===== config.mk =====
export PLATFORM = sky130hd
export DESIGN_NAME = mem_port_arbiter
export DESIGN_NICKNAME = d
export VERILOG_FILES = /design/src/rtl/mem_port_arbiter.sv
export SDC_FILE = /design/constraint.sdc
export NUM_CORES = 1
export LEC_CHECK = 0
export ABC_AREA = 0
export CORE_ASPECT_RATIO = 1.25
export CORE_MARGIN = 2
export CORE_UTILIZATION = 40
export DETAILED_ROUTE_END_ITERATION = 6
export PLACE_DENSITY = 0.76
export SLEW_MARGIN = 20
export SYNTH_ARGS = -nofsm -noshare
export SYNTH_HDL_FRONTEND = slang
export SYNTH_SLANG_ARGS = --single-unit
export TNS_END_PERCENT = 10

===== constraint.sdc =====
create_clock -name Clk1 -period 5.3 [get_ports Clk1]
set_input_delay 1.325 -clock Clk1 [delete_from_list [all_inputs] [get_ports Clk1]]
set_output_delay 1.325 -clock Clk1 [all_outputs]
set_load 0.1 [all_outputs]

===== src/rtl/mem_port_arbiter.sv =====
// Round-robin owner of a single memory port, shared by a one-word fetch requester
// and a fixed-length vector burst requester (read or write).
module mem_port_arbiter #(
   parameter int unsigned WIDTH     = 16,
   parameter int unsigned BURST_LEN = 16
) (
   input  logic             Clk1,
   input  logic             Reset,
   input  logic             F_req,
   input  logic [WIDTH-1:0] F_addr,
   output logic             F_gnt,
   output logic             F_valid,
   output logic [WIDTH-1:0] F_rdata,
   input  logic             V_req,
   input  logic             V_wr,
   input  logic [WIDTH-1:0] V_base,
   input  logic [WIDTH-1:0] V_wdata,
   output logic             V_gnt,
   output logic [3:0]       V_idx,
   output logic             V_valid,
   output logic [WIDTH-1:0] V_rdata,
   output logic [3:0]       V_ridx,
   output logic             V_done,
   output logic [WIDTH-1:0] Addr,
   output logic             RD,
   output logic             WR,
   output logic [WIDTH-1:0] DataOut,
   input  logic [WIDTH-1:0] DataIn
);
   localparam int unsigned      IDX_W     = 4;
   localparam logic [IDX_W-1:0] LAST_BEAT = IDX_W'(BURST_LEN - 1);

   typedef enum logic [1:0] {IDLE, FETCH, BURST, DRAIN} arbStateT;

   arbStateT         state, stateNext;
   logic [IDX_W-1:0] beatCnt, beatCntNext;
   logic [WIDTH-1:0] baseAddr, baseNext;
   logic [WIDTH-1:0] addrNext;
   logic [WIDTH-1:0] doutHold;
   logic             burstWr, burstWrNext;
   logic             vecLast, vecLastNext;
   logic             rdNext, wrNext, doneNext;
   logic             writeBeat;

   // Next-state, grant and next memory-port values
   always_comb begin
      stateNext   = state;
      beatCntNext = beatCnt;
      baseNext    = baseAddr;
      burstWrNext = burstWr;
      vecLastNext = vecLast;
      addrNext    = Addr;
      rdNext      = 1'b0;
      wrNext      = 1'b0;
      doneNext    = 1'b0;
      F_gnt       = 1'b0;
      V_gnt       = 1'b0;
      case (state)
         IDLE: begin
            // vecLast set means the vector owned the port last, so fetch wins a tie
            if (Reset && F_req && (!V_req || vecLast)) begin
               F_gnt       = 1'b1;
               addrNext    = F_addr;
               rdNext      = 1'b1;
               vecLastNext = 1'b0;
               stateNext   = FETCH;
            end else if (Reset && V_req) begin
               V_gnt       = 1'b1;
               baseNext    = V_base;
               burstWrNext = V_wr;
               beatCntNext = '0;
               addrNext    = V_base;
               rdNext      = !V_wr;
               wrNext      = V_wr;
               vecLastNext = 1'b1;
               stateNext   = BURST;
            end
         end
         FETCH: stateNext = DRAIN;
         BURST: begin
            if (beatCnt == LAST_BEAT) begin
               doneNext  = 1'b1;
               stateNext = DRAIN;
            end else begin
               beatCntNext = beatCnt + IDX_W'(1);
               addrNext    = baseAddr + WIDTH'(beatCntNext);
               rdNext      = !burstWr;
               wrNext      = burstWr;
            end
         end
         DRAIN: stateNext = IDLE;
      endcase
   end

   always_ff @(posedge Clk1 or negedge Reset) begin
      if (!Reset) begin
         state    <= IDLE;
         beatCnt  <= '0;
         baseAddr <= '0;
         burstWr  <= 1'b0;
         vecLast  <= 1'b0;
         Addr     <= '0;
         RD       <= 1'b0;
         WR       <= 1'b0;
         V_done   <= 1'b0;
      end else begin
         state    <= stateNext;
         beatCnt  <= beatCntNext;
         baseAddr <= baseNext;
         burstWr  <= burstWrNext;
         vecLast  <= vecLastNext;
         Addr     <= addrNext;
         RD       <= rdNext;
         WR       <= wrNext;
         V_done   <= doneNext;
      end
   end

   // Read returns land one cycle after each RD beat; write data follows V_idx directly
   always_ff @(posedge Clk1 or negedge Reset) begin
      if (!Reset) begin
         F_valid  <= 1'b0;
         V_valid  <= 1'b0;
         V_ridx   <= '0;
         doutHold <= '0;
      end else begin
         F_valid <= RD && (state == FETCH);
         V_valid <= RD && (state == BURST);
         if (RD && (state == BURST)) V_ridx <= beatCnt;
         if (writeBeat) doutHold <= V_wdata;
      end
   end

   assign writeBeat = (state == BURST) && burstWr;
   assign DataOut   = writeBeat ? V_wdata : doutHold;
   assign V_idx     = beatCnt;
   assign F_rdata   = F_valid ? DataIn : '0;
   assign V_rdata   = V_valid ? DataIn : '0;

endmodule


==> results.tsv <==
metric	value	unit
status	finished, final reports clean	
yosys.area.top_type	dfrtp_1	
startpoint	Reset	
worst_setup_path_start_kind	input port	
io_buffers	147	
synth-xor-area-share	0.0273	
die_w	88.0	microns
fin_setup_tns	0	ns
syn_area_per_cell	10.6	sq um
fin_skew	0.00818	ns
post_cts_resized	0	
synth-compound-area-share	0.117	
track_usage	0.198	
cts_tree	yes	
drt_wl_total	9330	microns
finalSetupViolations	0	
dpl.hpwl	7060	microns
synth_top_family_by_area	multiplexers	
r2r_cells	8	
finalCritPeriodShare	0.776	
fill_cells	730	
ys_ff_latch	65	
min_path_type	reg2reg	
synthCells	333	
arrival	2.79	ns
layout-drive-gt1-share	0.247	
antenna_found_initial	0	
place_ws	1.16	ns
rrSetupSlack	2.68	ns
synthMuxAreaShare	0.163	
synth_fp_nets	411	
critPathCapture	F_gnt	
drt_iter0_drc	86	
cts_root_buf	clkbuf_8	
seq_area_frac_synth	0.461	
grt_pass1_wl	14400	microns
hold_viol_final	0	
grt-ovfl-total	0	
drc_errors	0	
fin_crit	4.11	ns
die_y	109	microns
path_clk_slew	0.07	ns
synthAdderAreaFrac	0.0340	
final_cells	606	
design.die.area	9590	sq um
cts_sinks	65	
synth_area	3530	sq um
holdBufCountCts	0	
core_area	8610	sq um
slew_headroom	0.311	
synthDistinctLibCells	44	
via_count	3085	
io_pins	148	
fin_ws	1.19	ns
drt-pass1-iter-count	4	
worstMarginPinSlew	1.03	ns
clock_path_buffers	2	
place_inst	590	
gp_congestion	0.853	
synthFlopType	dfrtp_1	
grt_pass1_vias	2969	
crit_path_max_fanout	23	
grt_max_degree	49	
fin_nets	559	
areaGrowthSynthToFinish	46.8	%
wl_per_cell	15.4	microns
drv_cap	0	
drv_slew	0	
antenna_cells	0	
max_freq	243	MHz
rsz0062_at_grt	false	
start_util	0.410	
antenna_left	0	
timing.rr.end	Addr[10]$_DFFE_PN0P_	
vias_per_cell	5.09	
synth_edf_count	0	
cp.required	3.97	ns
cts.htree.levels	3	
synth_simple_gate_area_share	0.162	
crit_path_end_kind	primary output	
critPathKind	in2out	
insertion_delay	0.35	ns
synth_top_area_frac	0.461	
ys_warn_count	0	
rows	38	
post_cts_buffers	0	
synth.area.top_cells	dfrtp_1 46%, mux2_2 14%, and2_1 6.2%	
cts_inserted_buffers	9	
ys_async_sr_fraction	1.00	
r2r-start	V_idx[0]$_DFFE_PN0P_	
-- placed cells by master (no fill, tap or decap), types with 5 or more instances in the layout --
master / count
and2_1: 35
buf_4: 52
clkbuf_8: 9
clkdlybuf4s50_1: 96
clkinv_4: 5
dfrtp_1: 65
ha_1: 8
inv_1: 12
mux2_2: 43
mux2i_1: 9
nand2_1: 38
nand3_1: 12
nor2_1: 10
o21ai_0: 25
xor2_1: 7
-- state kept, by name (all words and copies together), names as in the netlist, 2 cells and up --
name	cells
baseAddr	16
V_idx	4
V_ridx	4
Addr	16
state	2
doutHold	16
-- cells by family (layout without fill, tap and decap cells) --
| kind of cell | after synthesis | after routing |
|---|---|---|
| mux | 52 | 52 |
| simple gates | 111 | 111 |
| compound gates | 60 | 60 |
| xor+xnor | 11 | 11 |
| buf+inv | 25 | 178 |
| fa+ha+maj | 9 | 9 |
| flops | 65 | 65 |
-- cells in the mapped netlist (all sizes together) (2+ instances only) --
cell type	instances
a211oi	3
nor2b	2
clkbuf	4
mux2i	9
mux2	43
a31oi	2
ha	8
a21o	3
xor2	7
o21ai	25
o211ai	4
nand3	12
and2	36
a22o	4
xnor2	4
dfrtp	65
inv	12
buf	9
nor2	11
and3	3
and4	2
a31o	2
nand2	38
o21a	2
or3	2
nand2b	3
a21oi	4
a2bb2oi	4
o2111ai	2
-- per-stage QoR --
step / cell area, sq um / hold WS, ns / util
detailed placement: 4970 / 0.473 / 0.578
global route: 5180 / 0.515 / 0.602
floorplan: 3530 / 0.474 / -
finish: 5180 / 0.485 / 0.602
CTS: 5180 / 0.490 / 0.602
global placement: 4970 / 0.470 / 0.578
-- per-layer routing --
| layer | track usage | share of wire | vias to the layer above | wire length (microns) |
|---|---|---|---|---|
| met2 | 0.346 | 0.50 | 132 | 4680 |
| met5 | 0 | 0 | - | 0 |
| li1 | - | - | 1464 | - |
| met3 | 0.0613 | 0.093 | 15 | 870 |
| met1 | 0.220 | 0.39 | 1474 | 3630 |
| met4 | 0.0824 | 0.017 | 0 | 154 |
-- layout make-up --
type | instances | area (sq um) | area share
Sequential cell | 65 | 1630 | 0.314
Tap cell | 120 | 150 | 0.0290
Clock inverter | 7 | 81.3 | 0.0157
Timing Repair Buffer | 150 | 1380 | 0.266
Clock buffer | 9 | 124 | 0.0239
Multi-Input combinational cell | 243 | 1780 | 0.343
Inverter | 12 | 45.0 | 0.00870
-- worst min-delay path by stage --
stage | from | end | slack [ns] | cells past startpoint
6_report | V_ridx[0]$_DFFE_PN0P_ | V_ridx[0]$_DFFE_PN0P_ | 0.49 | 2
4_1_cts | V_ridx[0]$_DFFE_PN0P_ | V_ridx[0]$_DFFE_PN0P_ | 0.49 | 2
5_1_grt | doutHold[12]$_DFF_PN0_ | doutHold[12]$_DFF_PN0_ | 0.51 | 1
2_1_floorplan | state[1]$_DFFE_PN0P_ | state[1]$_DFFE_PN0P_ | 0.47 | 2
3_5_place_dp | V_ridx[0]$_DFFE_PN0P_ | V_ridx[0]$_DFFE_PN0P_ | 0.47 | 2
3_3_place_gp | Addr[5]$_DFFE_PN0P_ | Addr[5]$_DFFE_PN0P_ | 0.47 | 2
-- critical path: stages --
cell     delay, ns
buf_2         0.41
nand2_1       0.19
a21o_1        0.24
nor2_1        0.25
buf_4         0.36
Power is left out: the tool's default activity adds up to more than one toggle a clock period on the data nets, which glitch-free logic cannot reach.
